### src/rtl/seg7_digit_scanner.sv
// Two-digit scanner for the 7-segment PMOD. It latches a byte over valid/ready and
// alternates its nibbles onto one digit bus, with a blanking gap around each select change.
module seg7_digit_scanner #(
    parameter int REFRESH_DIV  = 12000,
    parameter int BLANK_CYCLES = 64
) (
    input  logic       clk,
    input  logic       rst,
    input  logic [7:0] value_in,
    input  logic       value_valid,
    output logic       value_ready,
    input  logic       lz_suppress,
    output logic [3:0] digit_out,
    output logic       digit_sel,
    output logic       digit_blank
);

    localparam int MAX_LIM = (REFRESH_DIV > BLANK_CYCLES) ? REFRESH_DIV : BLANK_CYCLES;
    localparam int CNT_W   = $clog2(MAX_LIM);
    localparam logic [CNT_W-1:0] SHOW_LAST  = CNT_W'(REFRESH_DIV - 1);
    localparam logic [CNT_W-1:0] BLANK_LAST = CNT_W'(BLANK_CYCLES - 1);

    typedef enum logic [1:0] {
        BLANK_HL = 2'd0,
        SHOW_LO  = 2'd1,
        BLANK_LH = 2'd2,
        SHOW_HI  = 2'd3
    } state_t;

    state_t           state_r;
    logic [CNT_W-1:0] cnt_r;
    logic [7:0]       shadow_r;
    logic             digit_sel_r;
    logic             digit_blank_r;
    logic             value_ready_r;

    // Scan FSM: dwell counter, shadow capture and registered select/blank/ready outputs.
    always_ff @(posedge clk) begin
        if (rst) begin
            state_r       <= BLANK_HL;
            cnt_r         <= {CNT_W{1'b0}};
            shadow_r      <= 8'h00;
            digit_sel_r   <= 1'b0;
            digit_blank_r <= 1'b1;
            value_ready_r <= 1'b1;
        end else begin
            // Ready is only high in BLANK_HL, so the shadow is frozen for the rest of the frame.
            if (value_valid && value_ready_r) begin
                shadow_r <= value_in;
            end else begin
                shadow_r <= shadow_r;
            end
            case (state_r)
                BLANK_HL: begin
                    if (cnt_r == BLANK_LAST) begin
                        state_r       <= SHOW_LO;
                        cnt_r         <= {CNT_W{1'b0}};
                        digit_sel_r   <= 1'b0;
                        digit_blank_r <= 1'b0;
                        value_ready_r <= 1'b0;
                    end else begin
                        cnt_r <= cnt_r + CNT_W'(1);
                    end
                end
                SHOW_LO: begin
                    if (cnt_r == SHOW_LAST) begin
                        state_r       <= BLANK_LH;
                        cnt_r         <= {CNT_W{1'b0}};
                        digit_sel_r   <= 1'b1;
                        digit_blank_r <= 1'b1;
                        value_ready_r <= 1'b0;
                    end else begin
                        cnt_r <= cnt_r + CNT_W'(1);
                    end
                end
                BLANK_LH: begin
                    if (cnt_r == BLANK_LAST) begin
                        state_r       <= SHOW_HI;
                        cnt_r         <= {CNT_W{1'b0}};
                        digit_sel_r   <= 1'b1;
                        // Leading-zero decision is taken once on entry and held for the interval.
                        digit_blank_r <= lz_suppress && (shadow_r[7:4] == 4'h0);
                        value_ready_r <= 1'b0;
                    end else begin
                        cnt_r <= cnt_r + CNT_W'(1);
                    end
                end
                SHOW_HI: begin
                    if (cnt_r == SHOW_LAST) begin
                        state_r       <= BLANK_HL;
                        cnt_r         <= {CNT_W{1'b0}};
                        digit_sel_r   <= 1'b0;
                        digit_blank_r <= 1'b1;
                        value_ready_r <= 1'b1;
                    end else begin
                        cnt_r <= cnt_r + CNT_W'(1);
                    end
                end
                default: begin
                    state_r       <= BLANK_HL;
                    cnt_r         <= {CNT_W{1'b0}};
                    digit_sel_r   <= 1'b0;
                    digit_blank_r <= 1'b1;
                    value_ready_r <= 1'b1;
                end
            endcase
        end
    end

    assign value_ready = value_ready_r;
    assign digit_sel   = digit_sel_r;
    assign digit_blank = digit_blank_r;
    assign digit_out   = digit_sel_r ? shadow_r[7:4] : shadow_r[3:0];

endmodule

### config.mk
export PLATFORM = sky130hd
export DESIGN_NAME = seg7_digit_scanner
export DESIGN_NICKNAME = d
export VERILOG_FILES = /design/src/rtl/seg7_digit_scanner.sv
export SDC_FILE = /design/constraint.sdc
export NUM_CORES = 1
export LEC_CHECK = 0
export BUFFER_PORTS_ARGS = -buffer_cell sky130_fd_sc_hd__buf_2
export CELL_PAD_IN_SITES_DETAIL_PLACEMENT = 0
export CELL_PAD_IN_SITES_GLOBAL_PLACEMENT = 2
export CORE_MARGIN = 2
export CORE_UTILIZATION = 30
export CTS_BUF_LIST = sky130_fd_sc_hd__clkbuf_8 sky130_fd_sc_hd__clkbuf_16
export CTS_CLUSTER_DIAMETER = 40
export DETAILED_ROUTE_END_ITERATION = 10
export HOLD_SLACK_MARGIN = 0.06
export PLACE_DENSITY_LB_ADDON = 0.1
export RECOVER_POWER = 50
export SLEW_MARGIN = 20
export SYNTH_ARGS = -nofsm -noshare
export SYNTH_HDL_FRONTEND = slang
export SYNTH_SLANG_ARGS = --single-unit
### constraint.sdc
create_clock -name clk -period 2.1 [get_ports clk]
set_clock_uncertainty 0.2 [all_clocks]
set_input_delay 0.315 -clock clk [delete_from_list [all_inputs] [get_ports clk]]
set_output_delay 0.315 -clock clk [all_outputs]
set_load 0.02 [all_outputs]
==> flow_metrics.py, run 1 <==
metrics = {
    "finish": {
        "seq_area_sq_um": 526,
        "finalInstanceArea_sq_um": 1570,
        "final_cell_mix": "24 x dfxtp_1, 19 x nor2_1, 15 x buf_2",
        "n_fill_cell": 425,
        "final_common_cell": "dfxtp_1",
        "antenna_cells": 0,
        "instances_no_fill": 226,
        "fin_util_pct": 38.5,
        "drive_gt1_share_pct": 26.1,
        "multi_input_area_sq_um": 741,
        "area_growth_pct": 20.9,
        "nets": 196,
    },
    "clock_tree": {
        "clock_path_buffers": 2,
        "path_clk_slew_ps": 90,
        "cts_root_buf": "clkbuf_8",
        "clkLatencyLatePin_ps": 270,
        "cts_buffers": 3,
        "cts_tree": "yes",
        "h-tree-depth": 1,
        "cts_sinks": 26,
        "ctsHoldBuffers": 0,
    },
    "setup_path": {
        "max_stage_delay_ps": 550,
        "r2r_end": "digit_sel",
        "worst_ep_arrival_time_ps": 2090,
        "worstSetupPathType": "register to register",
        "critPathCapture": "digit_sel",
        "crit_start": "cnt_r[10]",
        "crit_path_end_kind": "register",
        "path_cells": "or4_4 -> o41a_1 -> a21oi_2 -> mux2i_1",
        "start_kind": "register",
        "ff2ff_path_depth": 4,
        "worst_path_max_delay_cell": "or4_4",
        "crit_fanout": 3,
        "cp_data_required_time_ps": 2110,
        "reg2reg_from": "cnt_r[10]",
        "ff2ff_setup_slack_ps": 10,
    },
    "synth": {
        "synth-seq-cells": 26,
        "syn_nets": 167,
        "synth_area_leaders": "dfxtp_1 40%, xnor2_1 6.1%, ha_1 5.8%",
        "postSynthCellCount": 149,
        "synth_warnings": 0,
        "netlist_area_sq_um": 1300,
        "ys_seq_area_share_pct": 40.0,
        "yosysTopAreaCellShare_pct": 40.0,
        "yosys.area.top_type": "dfxtp_1",
        "synth.avg_cell_area_sq_um": 8.72,
        "synth.distinct_cells": 35,
    },
    "sta": {
        "timing.final.max_slew_violations": 0,
        "period_needed_ps": 2090,
        "worst_pin_slew_ps": 411,
        "setup_viol": 0,
        "hold_violations": 0,
        "fmax_mhz": 480,
        "finalCritPeriodShare_pct": 99.3,
        "maxSlewHeadroom_pct": 72.6,
        "finalSetupTns_ps": 0,
        "rsz0062_at_grt": "true",
    },
    "die": {
        "coreArea_sq_um": 4090,
        "start_util_pct": 31.8,
        "die_h_um": 69.8,
        "die_area_sq_um": 4880,
        "die_x_um": 69.8,
        "rows": 23,
        "io_pins": 19,
    },
    "grt": {
        "antenna_found_initial": 0,
        "grt_pass1_vias": 1070,
        "grt_pass1_wl_mm": 5.11,
        "grt_max_degree": 17,
        "grt-ovfl-total": 0,
        "grtUsageTotal_pct": 13.1,
    },
    "hold_path": {
        "hp-class": "input pin to register",
    },
    "drt": {
        "drc_errors": 0,
        "firstDrtPassIters": 4,
        "vias": 1126,
        "finalWirelength_mm": 2.96,
        "postRouteAntennaNets": 0,
        "wl_per_cell_um": 13.1,
        "drt_iter0_drc": 44,
        "via_per_inst": 4.98,
    },
    "pwr": {
        "power_density_nw_per_um2": 724,
        "p_leak_nw": 0.603,
        "max-vdd-ir-drop_mv": 0.302,
        "total_power_mw": 1.14,
    },
    "placed_design": {
        "dpl.hpwl_mm": 2.21,
        "place_inst": 221,
        "placed_area_sq_um": 1510,
        "port_buffers": 18,
        "globalplace.congestion": 0.731,
    },
    "run": {
        "drv_cap": 0,
    },
    "outcome": {
        "status": "completed",
    },
}
==> how the worst min path moves through the flow <==
stage	from	endpoint	slack [ps]	depth (start not counted)
after floorplan	cnt_r[0]	cnt_r[0]	230	1
after global placement	shadow_r[0]	shadow_r[0]	240	2
after detailed placement	shadow_r[3]	shadow_r[3]	250	2
after CTS	value_in[0]	shadow_r[0]	90	3
after global routing	value_in[1]	shadow_r[1]	100	3
final	value_in[0]	shadow_r[0]	100	3
==> layout make-up <==
type                            count  share of cell area (%)
Clock buffer                        3                    2.63
Inverter                            8                    1.91
Multi-Input combinational cell    111                    47.1
Sequential cell                    26                    33.4
Tap cell                           50                    3.98
Timing Repair Buffer               28                    10.9
==> synthesized netlist by cell type <==
master / count
nand4_1: 2
a21oi_2: 1
a211oi_1: 2
nor2_1: 19
dfxtp_1: 26
or2_2: 2
nand2b_1: 2
buf_1: 1
ha_1: 6
clkbuf_1: 2
nor3_1: 4
nand3b_1: 1
a21bo_2: 1
buf_2: 1
a21oi_1: 13
a31o_2: 1
nand2_1: 14
and3_2: 1
and2_2: 1
inv_1: 8
and4b_2: 1
a41o_1: 1
mux2_2: 4
nor4bb_1: 1
o21a_1: 1
nand3_1: 12
xor2_1: 1
xnor2_1: 9
o41a_1: 1
o41ai_1: 2
nor4_1: 3
a2111oi_4: 1
or4_4: 2
mux2i_1: 1
a21o_1: 1
==> per-stage QoR <==
step	hold slack, ps	setup slack, ps
6_report	96.5	14.8
5_1_grt	95.7	-36.7
4_1_cts	89.2	39.3
3_5_place_dp	253	49.9
3_3_place_gp	242	94.0
2_1_floorplan	230	35.6
==> routing by layer <==
| layer | global-route usage (%) | vias up | part of all wire (%) |
|---|---|---|---|
| met3 | 2.47 | 2 | 3.4 |
| met1 | 17.9 | 531 | 50 |
| met4 | 4.49 | 0 | 0.57 |
| met5 | 0 | - | 0 |
| met2 | 20.4 | 17 | 46 |
| li1 | - | 576 | - |
==> registers in the layout, indices dropped and copies added, names as in the netlist <==
register,flops
state_r,1
shadow_r,8
digit_blank,1
cnt_r,14
value_ready,1
digit_sel,1
==> critical path, delay by kind of cell, from the launching register on <==
kind               cells  cell delay, ps
muxes                  1             190
DFF                    1             360
AOI/OAI and AO/OA      2             720
and+or+nand+nor        1             550
==> kinds of logic after synthesis <==
kind of cell	after synthesis	synth area share (%)
xor gates and xnor gates	10	6.74
buffers and inverters	12	3.56
and+or+nand+nor	65	25.1
DFF	26	40.0
muxes	5	4.23
AOI/OAI and AO/OA	25	14.5
adders and majority gates	6	5.77
==> power breakdown <==
group,internal (mW),switching (mW)
clock,0.129,0.155
combinational,0.100,0.136
sequential,0.551,0.0665
==> timing repair <==
item                                    CTS  global route
endpoints found under the setup margin    0             3
gates resized for setup                   0             4
hold endpoints to repair                  0             0
setup buffers                             0             2
(Power assumes the default switching activity.)
==> run 2: changes to the inputs <==
- ABC_AREA: default -> 1
- CAP_MARGIN: default -> 10
- CORE_UTILIZATION: 30 -> 28
==> run 2 against run 1 <==
  * Core utilization is 4.1 points lower
  * First-iteration DRC count is 48% higher
  * Critical endpoint is now cnt_r[11]
  * Synthesized cell count is 26% higher
  * Largest cell class unchanged
  * Via count is 1.9% higher
  * Synthesized area is 0.58% higher
==> flow_metrics.py, run 2 <==
metrics = {
    "finish": {
        "final_cell_mix": "47 x nand2_1, 45 x nor2_1, 25 x dfxtp_1",
        "seq_area_sq_um": 522,
        "multi_input_area_sq_um": 714,
        "drive_gt1_share_pct": 15.8,
        "area_growth_pct": 16.1,
        "nets": 228,
        "fin_util_pct": 34.4,
        "instances_no_fill": 261,
        "n_fill_cell": 461,
        "reg.largest.list": "cnt_r (14), shadow_r (8)",
        "largest_register_ffs": 14,
        "antenna_cells": 0,
        "final_common_cell": "nand2_1",
        "regMostFlops": "cnt_r",
    },
    "die": {
        "start_util_pct": 29.6,
        "die_x_um": 72.3,
        "rows": 24,
        "coreArea_sq_um": 4410,
        "die_area_sq_um": 5230,
        "io_pins": 19,
        "die_h_um": 72.3,
    },
    "hold_path": {
        "holdCritStartpoint": "rst",
        "whs_path_depth": 2,
        "hp-class": "input pin to register",
        "worstHoldEndpoint": "cnt_r[12]",
    },
    "grt": {
        "antenna_found_initial": 0,
        "grt-ovfl-total": 0,
        "grt_pass1_vias": 1187,
        "grt_max_degree": 16,
        "grt_pass1_wl_mm": 5.42,
        "grtUsageTotal_pct": 13.1,
    },
    "drt": {
        "via_per_inst": 4.39,
        "drc_errors": 0,
        "wl_per_cell_um": 11.3,
        "vias": 1147,
        "finalWirelength_mm": 2.95,
        "postRouteAntennaNets": 0,
        "drt_iter0_drc": 65,
        "firstDrtPassIters": 6,
    },
    "synth": {
        "synth.most_common_cell": "nand2_1",
        "netlist_area_sq_um": 1310,
        "synth.distinct_cells": 20,
        "synth_area_leaders": "dfxtp_1 40%, nand2_1 13%, nor2_1 13%",
        "syn_nets": 206,
        "synth_warnings": 0,
        "synth_edf_count": 0,
        "synthFlopType": "dfxtp_1",
        "yosysTopAreaCellShare_pct": 39.8,
        "yosys.area.top_type": "dfxtp_1",
        "synth-seq-cells": 26,
        "synth.avg_cell_area_sq_um": 6.95,
        "ys_seq_area_share_pct": 39.8,
        "postSynthCellCount": 188,
        "ys_top_cells_by_count": "47 x nand2_1, 45 x nor2_1, 26 x dfxtp_1",
        "synthArstFlopShare_pct": 0,
    },
    "sta": {
        "setup_viol": 0,
        "maxSlewHeadroom_pct": 72.5,
        "fmax_mhz": 548,
        "hold_violations": 0,
        "hold_ws_ps": 91.0,
        "timing.final.max_slew_violations": 0,
        "period_needed_ps": 1820,
        "finalSetupTns_ps": 0,
        "finalCritPeriodShare_pct": 86.8,
        "worst_pin_slew_ps": 412,
        "rsz0062_at_grt": "false",
    },
    "placed_design": {
        "place_inst": 257,
        "globalplace.congestion": 0.776,
        "port_buffers": 18,
        "dpl.hpwl_mm": 2.27,
    },
    "clock_tree": {
        "cts_buffers": 3,
        "cts_sinks": 26,
        "ctsHoldBuffers": 0,
        "clkLatencyLatePin_ps": 270,
        "path_clk_slew_ps": 90,
        "cts_root_buf": "clkbuf_8",
        "h-tree-depth": 1,
        "cts_tree": "yes",
        "clock_path_buffers": 2,
    },
    "pwr": {
        "p_leak_nw": 0.685,
        "max-vdd-ir-drop_mv": 0.207,
        "power_density_nw_per_um2": 658,
    },
    "setup_path": {
        "worstSetupPathType": "register to register",
        "ff2ff_setup_slack_ps": 280,
        "worst_ep_arrival_time_ps": 1790,
        "reg2reg_from": "cnt_r[0]",
        "crit_path_end_kind": "register",
        "cp_data_required_time_ps": 2070,
        "crit_fanout": 10,
        "r2r_end": "cnt_r[11]",
        "start_kind": "register",
        "ff2ff_path_depth": 8,
    },
    "run": {
        "drv_cap": 0,
    },
    "outcome": {
        "status": "completed",
    },
}
## run 2: cell types whose count changed after synthesis, sizes merged, moves of 3 or more
cell	change
nand2	+37
nor2	+31
a21oi	-12
o21ai	+10
inv	+8
xnor2	-8
xor2	+5
mux2	-4
nor4	-3
## run 2: stage by stage
step,worst slack (ps),power [mW],area (sq um)
4_1_cts,169,1.03,1530
6_report,277,0.999,1520
3_5_place_dp,183,0.598,1460
5_1_grt,78.4,1.06,1520
3_3_place_gp,257,0.596,1460
2_1_floorplan,273,0.570,1310
## run 2: final cells by class
type,instances,area share (%)
Clock inverter,1,1.98
Clock buffer,3,2.72
Timing Repair Buffer,18,5.61
Sequential cell,26,34.4
Tap cell,52,4.29
Inverter,16,3.96
Multi-Input combinational cell,145,47.1
## run 2: kinds of logic after synthesis
logic type               share of synthesized area (%)
AND/OR/NAND/NOR                                   39.7
flip-flops                                        39.8
buffers and inverters                             5.17
AO/OA/AOI/OAI                                     4.88
XOR/XNOR                                          4.69
adder cells (fa/ha/maj)                           5.74
## run 2: power by group
part / switching (mW) / internal [mW] / total [mW]
Sequential: 0.0104 / 0.508 / 0.519
Clock: 0.162 / 0.255 / 0.417
Combinational: 0.0395 / 0.0244 / 0.0639
Total: 0.212 / 0.788 / 0.999
## run 2: worst max-delay path, cell delays in order, from the launching register on
cell,delay [ps]
dfxtp_1,360
ha_1,190
nand3_1,200
nor2_2,280
nand2_1,100
nand2_1,60
nand2_1,60
nand2_2,190
nor2_1,80
## run 2: timing repair
| item | CTS | global route |
|---|---|---|
| setup endpoints to repair | 0 | 11 |
| resized for setup | 0 | 1 |
| buffers inserted | 0 | 0 |
## run 2: worst max path at each step
stage | slack, ps | end | start
final | 280 | cnt_r[11] | cnt_r[0]
after global routing | 80 | cnt_r[6] | digit_sel
after CTS | 170 | cnt_r[11] | digit_sel
after detailed placement | 180 | cnt_r[11] | digit_sel
after global placement | 260 | cnt_r[11] | digit_sel
after floorplan | 270 | cnt_r[11] | digit_sel
## run 2: layer usage
| metal | global-route usage, % | up-vias | wire length [um] |
|---|---|---|---|
| met4 | 3.77 | 0 | 19 |
| met5 | 0 | - | 0 |
| met1 | 15.7 | 499 | 1390 |
| met2 | 23.4 | 19 | 1440 |
| li1 | - | 627 | - |
| met3 | 2.64 | 2 | 103 |
==> run 3: changes to the inputs <==
- CELL_PAD_IN_SITES_GLOBAL_PLACEMENT: 2 -> 1
- CORE_UTILIZATION: 28 -> 35
==> run 3 against run 2 <==
  * Worst hold slack improved by 4.1 ps
  * Fmax rose by 0.55%
  * Via count did not move
  * Clock-buffer cell count did not move
  * Critical endpoint unchanged
  * Total power fell by 14%
==> flow_metrics.py, run 3 (synthesized netlist as in run 2, its figures left out) <==
metrics = {
    "setup_path": {
        "worstSetupPathType": "register to register",
        "crit_fanout": 10,
        "start_kind": "register",
        "ff2ff_path_depth": 8,
        "ff2ff_setup_slack_ps": 290,
        "r2r_end": "cnt_r[11]",
        "crit_path_end_kind": "register",
        "worst_ep_arrival_time_ps": 1770,
        "cp_data_required_time_ps": 2060,
        "reg2reg_from": "cnt_r[0]",
    },
    "finish": {
        "drive_gt1_share_pct": 15.4,
        "regMostFlops": "cnt_r",
        "instances_no_fill": 256,
        "final_common_cell": "nand2_1",
        "fin_util_pct": 40.8,
        "nets": 228,
        "multi_input_area_sq_um": 714,
        "n_fill_cell": 403,
        "largest_register_ffs": 14,
        "antenna_cells": 0,
        "reg.largest.list": "cnt_r (14), shadow_r (8)",
        "seq_area_sq_um": 522,
        "area_growth_pct": 13.4,
        "final_cell_mix": "47 x nand2_1, 45 x nor2_1, 25 x dfxtp_1",
    },
    "drt": {
        "finalWirelength_mm": 2.70,
        "via_per_inst": 4.48,
        "vias": 1147,
        "postRouteAntennaNets": 0,
        "wl_per_cell_um": 10.6,
        "drt_iter0_drc": 62,
        "firstDrtPassIters": 4,
        "drc_errors": 0,
    },
    "clock_tree": {
        "cts_tree": "yes",
        "clock_path_buffers": 2,
        "clkLatencyLatePin_ps": 270,
        "cts_buffers": 3,
        "h-tree-depth": 1,
        "cts_root_buf": "clkbuf_8",
        "cts_sinks": 26,
        "path_clk_slew_ps": 90,
        "post_cts_buffers": 0,
    },
    "sta": {
        "worst_pin_slew_ps": 387,
        "hold_violations": 0,
        "fin_ws_ps": 287,
        "maxSlewHeadroom_pct": 74.2,
        "period_needed_ps": 1810,
        "rsz0062_at_grt": "false",
        "finalCritPeriodShare_pct": 86.3,
        "finalSetupTns_ps": 0,
        "fmax_mhz": 552,
        "timing.final.max_slew_violations": 0,
        "setup_viol": 0,
    },
    "pwr": {
        "power_density_nw_per_um2": 580,
        "p_leak_nw": 0.671,
        "max-vdd-ir-drop_mv": 0.246,
        "total_power_uw": 860,
    },
    "die": {
        "start_util_pct": 36.0,
        "die_x_um": 65.1,
        "io_pins": 19,
        "die_area_sq_um": 4240,
        "rows": 22,
        "die_h_um": 65.1,
        "coreArea_sq_um": 3630,
    },
    "grt": {
        "grt-ovfl-total": 0,
        "grt_max_degree": 14,
        "grt_pass1_vias": 1054,
        "antenna_found_initial": 0,
        "grt_pass1_wl_mm": 4.71,
        "grtUsageTotal_pct": 14.4,
    },
    "hold_path": {
        "hp-class": "input pin to register",
        "whs_path_depth": 2,
        "holdCritStartpoint": "rst",
        "worstHoldEndpoint": "cnt_r[12]",
    },
    "run": {
        "drv_cap": 0,
    },
    "outcome": {
        "status": "completed",
    },
    "placed_design": {
        "port_buffers": 18,
        "post-place-ws_ps": 176,
        "dpl.hpwl_mm": 2.10,
        "place_inst": 253,
        "globalplace.congestion": 0.891,
    },
}
==> run 3: worst max-delay path: stages (launching register included) <==
cell	delay [ps]
dfxtp_1	360
ha_1	190
nand3_1	210
nor2_2	280
nand2_1	90
nand2_1	60
nand2_1	60
nand2_2	180
nor2_1	70
==> run 3: worst max-delay path by stage <==
stage	endpoint	depth (start not counted)	startpoint
3_3_place_gp	cnt_r[11]	8	digit_sel
3_5_place_dp	cnt_r[11]	8	digit_sel
2_1_floorplan	cnt_r[11]	8	digit_sel
5_1_grt	cnt_r[11]	8	cnt_r[0]
4_1_cts	cnt_r[11]	8	digit_sel
6_report	cnt_r[11]	8	cnt_r[0]
==> run 3: routing by layer <==
layer,global-route usage [%],part of all wire [%]
met2,20.2,39
met1,21.4,53
met5,0,0
met4,6.25,1.9
met3,2.91,6.3
==> run 3: area by class of cell <==
class / count / area share, %
Clock buffer: 3 / 2.78
Inverter: 16 / 4.05
Multi-Input combinational cell: 145 / 48.2
Sequential cell: 26 / 35.2
Tap cell: 48 / 4.05
Timing Repair Buffer: 18 / 5.74
==> run 3: metrics by stage <==
| stage | cell area [sq um] | hold slack (ps) |
|---|---|---|
| 3_3_place_gp | 1450 | 228 |
| 6_report | 1480 | 95.1 |
| 4_1_cts | 1490 | 81.0 |
| 5_1_grt | 1480 | 84.9 |
| 2_1_floorplan | 1310 | 177 |
| 3_5_place_dp | 1450 | 248 |
==> run 3: where the power goes <==
part	internal, mW	switching [mW]	total (mW)
Combinational	0.0244	0.0395	0.0639
Sequential	0.508	0.0106	0.519
Clock	0.129	0.149	0.278
Total	0.661	0.199	0.860
==> run 3: what timing repair did <==
item | 4_1_cts | 5_1_grt
hold buffers | 0 | 0
endpoints found under the hold margin | 0 | 0
gates resized for setup | 0 | 1
setup endpoints to repair | 0 | 1
